## src/rtl/arm7tdmi_shift_pipe.sv

```systemverilog
// arm7tdmi_shift_pipe: pipelined ARM barrel shifter with valid/ready flow control.
// Implements the full ARM shifter-operand rules for immediate and register shift
// amounts, including amounts at or beyond WIDTH, and a synchronous flush.
// LATENCY=1 does everything in one registered stage. LATENCY=2 splits the work:
// decode plus the coarse shift in stage 1, then the fine shift and flags in stage 2.
// Optional macro ARM7TDMI_SHIFT_FLAGS_EN adds registered N/Z flags; without it,
// out_n and out_z are tied to 0.

module arm7tdmi_shift_pipe #(
    parameter int WIDTH   = 32,
    parameter int LATENCY = 1
) (
    input  logic             clk,
    input  logic             rst_n,
    input  logic             flush,
    input  logic             in_valid,
    output logic             in_ready,
    input  logic [WIDTH-1:0] in_data,
    input  logic [1:0]       in_type,
    input  logic [7:0]       in_amount,
    input  logic             in_imm,
    input  logic             in_carry,
    output logic             out_valid,
    input  logic             out_ready,
    output logic [WIDTH-1:0] out_data,
    output logic             out_carry,
    output logic             out_n,
    output logic             out_z
);

    localparam int L  = $clog2(WIDTH);
    localparam int LO = L / 2;

    typedef enum logic [1:0] {
        K_LSL = 2'b00,
        K_LSR = 2'b01,
        K_ASR = 2'b10,
        K_ROR = 2'b11
    } kind_e;

    typedef logic [L-1:0]     amt_t;
    typedef logic [WIDTH-1:0] word_t;

    localparam logic [7:0] W8        = 8'(WIDTH);
    localparam amt_t       FINE_MASK = amt_t'((1 << LO) - 1);

    // Shift or rotate x by n, where n is in 0..WIDTH-1. The coarse and fine steps
    // compose because each kind of shift is additive in its amount.
    function automatic word_t do_shift(input kind_e k, input word_t x, input amt_t n);
        word_t r;
        case (k)
            K_LSL:   r = x << n;
            K_LSR:   r = x >> n;
            K_ASR:   r = word_t'($signed(x) >>> n);
            default: r = (x >> n) | (x << (WIDTH - int'(n)));
        endcase
        return r;
    endfunction

    // Decode results: every out-of-range case becomes a substituted operand with a zero shift.
    logic [7:0] amt_raw;
    logic [7:0] amt;
    word_t      dec_src;
    kind_e      dec_kind;
    amt_t       dec_sh;
    logic       dec_carry;
    amt_t       coarse_n;
    amt_t       fine_n;
    word_t      coarse_data;

    // Signals seen by the final stage, either registered (LATENCY=2) or direct (LATENCY=1).
    logic       st_valid;
    word_t      st_data;
    kind_e      st_kind;
    amt_t       st_fine;
    logic       st_carry;

    logic       accept;
    logic       out_adv;
    logic       out_load;
    word_t      fin_data;

    logic       out_valid_q, out_valid_d;
    word_t      out_data_q, out_data_d;
    logic       out_carry_q, out_carry_d;

    // Immediate encodings use only the low L bits; #0 means #WIDTH for LSR and ASR.
    assign amt_raw = in_imm ? 8'(in_amount[L-1:0]) : in_amount;
    assign amt     = (in_imm && amt_raw == 8'd0 &&
                      (in_type == K_LSR || in_type == K_ASR)) ? W8 : amt_raw;

    assign accept  = in_valid && in_ready;
    assign out_adv = !out_valid_q || out_ready;

    // Map the operation onto (operand, kind, amount < WIDTH, carry-out).
    // NOTE: every always_comb output gets a default first so no path can infer a latch.
    always_comb begin
        dec_src   = in_data;
        dec_kind  = K_LSL;
        dec_sh    = '0;
        dec_carry = in_carry;
        if (in_imm && amt == 8'd0 && in_type == K_ROR) begin
            dec_src   = {in_carry, in_data[WIDTH-1:1]};
            dec_carry = in_data[0];
        end else if (amt != 8'd0) begin
            case (kind_e'(in_type))
                K_LSL: begin
                    if (amt < W8) begin
                        dec_sh    = amt_t'(amt);
                        dec_carry = in_data[amt_t'(W8 - amt)];
                    end else begin
                        dec_src   = '0;
                        dec_carry = (amt == W8) ? in_data[0] : 1'b0;
                    end
                end
                K_LSR: begin
                    if (amt < W8) begin
                        dec_kind  = K_LSR;
                        dec_sh    = amt_t'(amt);
                        dec_carry = in_data[amt_t'(amt - 8'd1)];
                    end else begin
                        dec_src   = '0;
                        dec_carry = (amt == W8) ? in_data[WIDTH-1] : 1'b0;
                    end
                end
                K_ASR: begin
                    if (amt < W8) begin
                        dec_kind  = K_ASR;
                        dec_sh    = amt_t'(amt);
                        dec_carry = in_data[amt_t'(amt - 8'd1)];
                    end else begin
                        dec_src   = {WIDTH{in_data[WIDTH-1]}};
                        dec_carry = in_data[WIDTH-1];
                    end
                end
                K_ROR: begin
                    if (amt[L-1:0] == '0) begin
                        dec_carry = in_data[WIDTH-1];
                    end else begin
                        dec_kind  = K_ROR;
                        dec_sh    = amt[L-1:0];
                        dec_carry = in_data[amt[L-1:0] - amt_t'(1)];
                    end
                end
            endcase
        end
    end

    assign coarse_n    = dec_sh & ~FINE_MASK;
    assign fine_n      = dec_sh & FINE_MASK;
    assign coarse_data = do_shift(dec_kind, dec_src, coarse_n);

    generate
        if (LATENCY == 2) begin : g_two_stage
            logic  s1_valid_q, s1_valid_d;
            word_t s1_data_q, s1_data_d;
            kind_e s1_kind_q, s1_kind_d;
            amt_t  s1_fine_q, s1_fine_d;
            logic  s1_carry_q, s1_carry_d;

            assign in_ready = !flush && (!s1_valid_q || out_adv);

            // Stage 1 holds the decoded, coarsely shifted operand until stage 2 takes it.
            always_comb begin
                s1_valid_d = s1_valid_q;
                s1_data_d  = s1_data_q;
                s1_kind_d  = s1_kind_q;
                s1_fine_d  = s1_fine_q;
                s1_carry_d = s1_carry_q;
                if (flush) begin
                    s1_valid_d = 1'b0;
                end else if (accept) begin
                    s1_valid_d = 1'b1;
                end else if (out_adv) begin
                    s1_valid_d = 1'b0;
                end
                if (accept) begin
                    s1_data_d  = coarse_data;
                    s1_kind_d  = dec_kind;
                    s1_fine_d  = fine_n;
                    s1_carry_d = dec_carry;
                end
            end

            // Stage 1 register.
            // NOTE: sequential state uses non-blocking assignment so all flops update together.
            always_ff @(posedge clk or negedge rst_n) begin
                if (!rst_n) begin
                    s1_valid_q <= 1'b0;
                    s1_data_q  <= '0;
                    s1_kind_q  <= K_LSL;
                    s1_fine_q  <= '0;
                    s1_carry_q <= 1'b0;
                end else begin
                    s1_valid_q <= s1_valid_d;
                    s1_data_q  <= s1_data_d;
                    s1_kind_q  <= s1_kind_d;
                    s1_fine_q  <= s1_fine_d;
                    s1_carry_q <= s1_carry_d;
                end
            end

            assign st_valid = s1_valid_q;
            assign st_data  = s1_data_q;
            assign st_kind  = s1_kind_q;
            assign st_fine  = s1_fine_q;
            assign st_carry = s1_carry_q;
        end else begin : g_one_stage
            assign in_ready = !flush && out_adv;
            assign st_valid = in_valid;
            assign st_data  = coarse_data;
            assign st_kind  = dec_kind;
            assign st_fine  = fine_n;
            assign st_carry = dec_carry;
        end
    endgenerate

    assign fin_data = do_shift(st_kind, st_data, st_fine);
    assign out_load = st_valid && out_adv && !flush;

    // Output stage: loads when the result can advance, holds steady while stalled.
    always_comb begin
        out_valid_d = out_valid_q;
        out_data_d  = out_data_q;
        out_carry_d = out_carry_q;
        if (flush) begin
            out_valid_d = 1'b0;
        end else if (out_load) begin
            out_valid_d = 1'b1;
        end else if (out_ready) begin
            out_valid_d = 1'b0;
        end
        if (out_load) begin
            out_data_d  = fin_data;
            out_carry_d = st_carry;
        end
    end

    // Output register.
    // NOTE: data flops are reset too, so out_data/out_carry read 0 straight out of reset.
    always_ff @(posedge clk or negedge rst_n) begin
        if (!rst_n) begin
            out_valid_q <= 1'b0;
            out_data_q  <= '0;
            out_carry_q <= 1'b0;
        end else begin
            out_valid_q <= out_valid_d;
            out_data_q  <= out_data_d;
            out_carry_q <= out_carry_d;
        end
    end

    assign out_valid = out_valid_q;
    assign out_data  = out_data_q;
    assign out_carry = out_carry_q;

`ifdef ARM7TDMI_SHIFT_FLAGS_EN
    logic out_n_q, out_n_d;
    logic out_z_q, out_z_d;

    // Flags are derived from the final result and registered alongside it.
    always_comb begin
        out_n_d = out_n_q;
        out_z_d = out_z_q;
        if (out_load) begin
            out_n_d = fin_data[WIDTH-1];
            out_z_d = (fin_data == '0);
        end
    end

    // Flag register.
    always_ff @(posedge clk or negedge rst_n) begin
        if (!rst_n) begin
            out_n_q <= 1'b0;
            out_z_q <= 1'b0;
        end else begin
            out_n_q <= out_n_d;
            out_z_q <= out_z_d;
        end
    end

    assign out_n = out_n_q;
    assign out_z = out_z_q;
`else
    assign out_n = 1'b0;
    assign out_z = 1'b0;
`endif

endmodule

```

## config.mk

```make
export PLATFORM = sky130hd
export DESIGN_NAME = arm7tdmi_shift_pipe
export DESIGN_NICKNAME = d
export VERILOG_FILES = /design/src/rtl/arm7tdmi_shift_pipe.sv
export SDC_FILE = /design/constraint.sdc
export NUM_CORES = 1
export LEC_CHECK = 0
export ABC_AREA = 1
export CAP_MARGIN = 10
export CELL_PAD_IN_SITES_DETAIL_PLACEMENT = 2
export CELL_PAD_IN_SITES_GLOBAL_PLACEMENT = 2
export CORE_ASPECT_RATIO = 0.6
export CORE_MARGIN = 2
export CORE_UTILIZATION = 29
export DETAILED_ROUTE_END_ITERATION = 16
export PLACE_DENSITY_LB_ADDON = 0.1
export REMOVE_ABC_BUFFERS = 1
export SLEW_MARGIN = 20
export SYNTH_ARGS = -nofsm -noshare
export SYNTH_HDL_FRONTEND = slang
export SYNTH_SLANG_ARGS = --single-unit
```

## constraint.sdc

```tcl
create_clock -name clk -period 1.6 [get_ports clk]
set_input_delay 0.32 -clock clk [delete_from_list [all_inputs] [get_ports clk]]
set_output_delay 0.32 -clock clk [all_outputs]
set_load 0.02 [all_outputs]
```

==> impl_metrics.toml, run 1 <==
[run_status]
run_status = "did not finish"
failing_step = "4_1_cts"
tool.error = "[ERROR DPL-0033] detailed placement checks failed during check placement."

[die]
die_x_um = 223
io_pins = 86
fp-row-count = 48
die_y_um = 135
initial_utilization = 0.293

[clock_tree]
cts-buffers-inserted = 5
postCtsSetupRepairBufs = 55
clock_sink_count = 34
post_cts.resized_instances = 641
ctsHoldBuffers = 0
cts-htree-levels = 2
clock_path_buffers = 2
clock-root-buffer = "clkbuf_16"

[placement]
dp_hpwl_mm = 52.7
pre_cts_ws_ps = -2820
routability_congestion_estimate = 0.957
io_buffer_count = 83
placement.cell_area_sq_um = 12300

[yosys]
number_of_library_cell_types_mapped_by_synthesis = 51
synth_flop_cell = "dfrtp_1"
postSynth.asyncResetShare = 1.00
mapped_cell_area_sq_um = 8360
yosysSeqAreaShare = 0.102
postSynthAreaPerCell_sq_um = 5.00
synthCells = 1670
synth_enable_flop_cells = 0
synth_warnings = 0
ys_ff_latch = 34
## metrics by stage
stage | instances | hold slack, ps | utilization | TNS [ps]
after detailed placement | 2406 | 430 | 0.430 | -87820
after global placement | 2406 | 379 | 0.430 | -78130
after floorplan | 1569 | 24.4 | - | -100410
## cell usage after synthesis (3+ instances only)
cell        n  area [sq um]
nand4_1    54           338
ha_1        8           100
nor2_1    115           432
o21ai_0    71           355
a21oi_1    72           360
nand2_2     8          50.1
nand3_1   311          1560
buf_6       4          45.0
or2_2      26           163
a21boi_1   18           135
buf_2      28           140
dfrtp_1    34           851
clkbuf_1   58           218
o21ai_1    30           150
inv_1      98           368
buf_4       7          52.6
nand3b_1    7          52.6
inv_2      20          75.1
buf_1       5          18.8
nand3_2     3          30.0
clkinv_1    5          18.8
o211ai_1   10          75.1
nand2_1   632          2370
nor2_2      6          37.5
and2_1      4          25.0
## logic make-up after synthesis
group	share of synthesized area
xor gates and xnor gates	0.00404
other	0.000449
DFF	0.102
and+or+nand+nor	0.623
buffers and inverters	0.112
AOI/OAI and AO/OA	0.146
adders and majority gates	0.0120
==> run 2: changes to the inputs <==
--- a/config.mk
+++ b/config.mk
@@ -7,13 +7,10 @@
 export LEC_CHECK = 0
 export ABC_AREA = 1
 export CAP_MARGIN = 10
-export CELL_PAD_IN_SITES_DETAIL_PLACEMENT = 2
-export CELL_PAD_IN_SITES_GLOBAL_PLACEMENT = 2
-export CORE_ASPECT_RATIO = 0.6
 export CORE_MARGIN = 2
-export CORE_UTILIZATION = 29
+export CORE_UTILIZATION = 20
 export DETAILED_ROUTE_END_ITERATION = 16
-export PLACE_DENSITY_LB_ADDON = 0.1
+export PLACE_DENSITY_LB_ADDON = 0.15
 export REMOVE_ABC_BUFFERS = 1
 export SLEW_MARGIN = 20
 export SYNTH_ARGS = -nofsm -noshare
==> impl_metrics.toml, run 2 <==
[run_status]
run_status = "finished, violations left"
failed_checks = "negative setup slack"

[critical_path]
slowest_delay_ps = 280
timing.critical_path.required_ps = 1780
setup.worst_path.start_class = "input pin"
critPathArrivalTime_ps = 3130
timing.critical_path.max_delay_family = "simple AND/OR/NAND/NOR gates"
worst_path_buf_inv = 6
endpoint_kind = "flip-flop"
critical-path-slowest-cell = "or2_4"
timing.critical_path.mode_cell = "nand2_4"
criticalPathCategory = "in -> reg"
cp_cell_sequence = "buf_6 -> inv_4 -> ha_4 -> nand2_4 -> nand3b_1 -> nand3_4 -> nor3_4 -> clkinv_4 -> or2_4 -> nand2_4 -> inv_4 -> nand2_2 -> nand2_4 -> buf_12 -> nand2_2 -> o21ai_1 -> nor2_1 -> buf_4 -> nand3_4 -> a21oi_2 -> nor2_2 -> nor2_2 -> nor2_1"
critPathMaxFanout = 7

[sta]
final.min_clock_period_ps = 2950
max_clock_freq_ghz = 0.339
max-slew-margin-rel = 0.570
setup_skew_after_layout_ps = 2.97
setup_total_negative_slack_ps = -42050
setup_slack_ps = -1350
timing.final.crit_share = 1.84
finalHoldViolCount = 0
worst-slew-pin-transition_ps = 644
report.final.slew_viol_count = 0
rsz0062_at_grt = "true"
setup_viol = 33

[clock_tree]
cts-buffers-inserted = 5
ctsHoldBuffers = 0
cts-htree-levels = 2
tritoncts_clock_tree = "done"
clock-root-buffer = "clkbuf_16"
clock_path_buffers = 2
clock_latency_ps = 290
clock_sink_count = 34
path_clk_slew_ps = 60

[yosys]
synth_most_common_cell = "nand2_1"
ys_ff_latch = 34
yosysSeqAreaShare = 0.102
synthCells = 1670
synthSimpleGateAreaFrac = 0.623
synth.top_cells.by_area = "nand2_1 (28%), nand3_1 (19%), dfrtp_1 (10%), nor2_1 (5.2%), inv_1 (4.4%)"
fraction_of_synthesized_area_in_multiplexers = 0
largest_family_of_logic_cells_by_synthesized_area = "simple AND/OR/NAND/NOR gates"
synth_compound_gate_area_share = 0.146
synth_enable_flop_cells = 0
post-synth-top-area-cell = "nand2_1"
postSynthAreaPerCell_sq_um = 5.00
synth_xor_xnor_area_share = 0.00404
number_of_library_cell_types_mapped_by_synthesis = 51
synth_top_cells_by_count = "nand2_1 (632), nand3_1 (311), nor2_1 (115)"
synthDominantCellAreaShare = 0.284
mapped_cell_area_sq_um = 8360
synth_warnings = 0
postSynth.asyncResetShare = 1.00
synthAdderAreaFrac = 0.0120
synth_flop_cell = "dfrtp_1"

[power]
power.share.clock = 0.094
p_comb_frac = 0.790
p_sw_mw = 5.27
power.internal_mw = 4.96
register_share_of_total_power = 0.116
power_leakage_nw = 7.39
ir_worst_vdd_uv = 396
p_sw_frac = 0.515
pwr_density_cell_nw_per_um2 = 686

[placement]
placedCellCount = 2525
io_buffer_count = 83
dp_hpwl_mm = 39.7
routability_congestion_estimate = 0.967

[drt]
drt-vias-per-instance = 5.04
first_pass_iters = 6
drt_iter0_markers = 1221
detail_route.drc_violations = 0
avgRoutedWirePerCell_um = 19.3
totalWireLength_mm = 50.2
antenna_violating_nets_post_route = 0
dr_total_vias = 13084

[global_route]
maximum_number_of_pins_on_one_net_before_global_route_repair = 41
wire_length_of_the_first_global_routing_pass_mm = 76.8
grt_util_all_layers = 0.227
first_global_vias = 13010
global_route.overflow_total = 0
number_of_antenna_violations_at_the_first_check_in_global_routing = 0

[finish]
synthToLayoutAreaGrowth_pct = 78.4
most_common_cell_after_layout_fill_and_taps_aside = "nand2_1"
fin_nets = 2122
num-fill-cells = 4566
diodes = 0
instances_no_fill = 2597
layout.cells.most_common_list = "nand2_1 (433), buf_4 (332), nand3_1 (235)"
drive_above_1_share = 0.431
max_reg_flops = 32

[die]
dieArea_sq_um = 43400
core_area_sq_um = 41000
die_y_um = 208
die_x_um = 208
initial_utilization = 0.204
fp-row-count = 74
io_pins = 86

[hold_path]
timing.hold.worst.class = "in -> async"

[flow_run]
maxCapViolations = 0
==> run 2: cell counts after synthesis <==
No cell type changed its count.
==> run 2: path summary, 6_finish.rpt <==
path                               from      endpoint  slack (ps)  depth (start not counted)
min reg2reg                out_data[30]  out_data[30]         470                          2
min in group clk           out_data[30]  out_data[30]         470                          2
max reg2reg                   out_valid  out_data[20]         110                          8
min                               rst_n     out_valid          70                          2
max in group asynchronous         rst_n  out_data[22]        1180                          2
max                          in_type[1]  out_data[22]       -1350                         23
==> run 2: cell type report <==
class / count / area [sq um] / area share
tap: 532 / 666 / 0.0447
clock inverter: 2 / 10.0 / 0.000672
timing repair inverter: 1 / 6.26 / 0.000420
timing repair buffer: 488 / 4440 / 0.298
inverter: 123 / 499 / 0.0335
multi-input combinational: 1412 / 8310 / 0.558
clock buffer: 5 / 125 / 0.00839
sequential: 34 / 851 / 0.0571
==> run 2: kinds of logic (layout without fill, tap and decap cells) <==
| family | Yosys count | in the layout |
|---|---|---|
| buffers and inverters | 225 | 619 |
| XOR/XNOR | 3 | 3 |
| flip-flops | 34 | 34 |
| AO/OA/AOI/OAI | 219 | 219 |
| adder cells (fa/ha/maj) | 8 | 8 |
| AND/OR/NAND/NOR | 1180 | 1180 |
| other | 1 | 2 |
==> run 2: through the flow <==
step                hold slack [ps]  worst slack (ps)  power (mW)  utilization  area (sq um)
global route                    119             -1510        11.0        0.363         14900
floorplan                      24.4             -3300        4.49            -          7890
finish                         73.2             -1350        10.2        0.363         14900
CTS                            99.2             -1360        9.60        0.337         13800
detailed placement              399             -2470        7.86        0.297         12200
global placement                396             -2500        7.90        0.297         12200
==> run 2: repair_timing <==
item                                    CTS  global route
setup buffers                            42            17
gates cloned                              6             3
pin swaps                                84           109
resized for setup                       363           270
endpoints found under the setup margin   43            45
==> run 2: power by group through the flow <==
stage                     logic [mW]  clock network (mW)  registers [mW]
final                           8.08               0.958            1.19
after global routing            8.72                1.03            1.22
after global placement          6.69                   0            1.21
after floorplan                 3.05                   0            1.45
after CTS                       7.41               0.981            1.20
after detailed placement        6.65                   0            1.21
==> run 2: routing by layer <==
metal  global-route usage  part of all wire
met1                0.313              0.45
met2                0.374              0.46
met3               0.0263             0.066
met4               0.0558             0.026
met5                    0                 0
No activity file was read; power rests on OpenSTA's default activity.
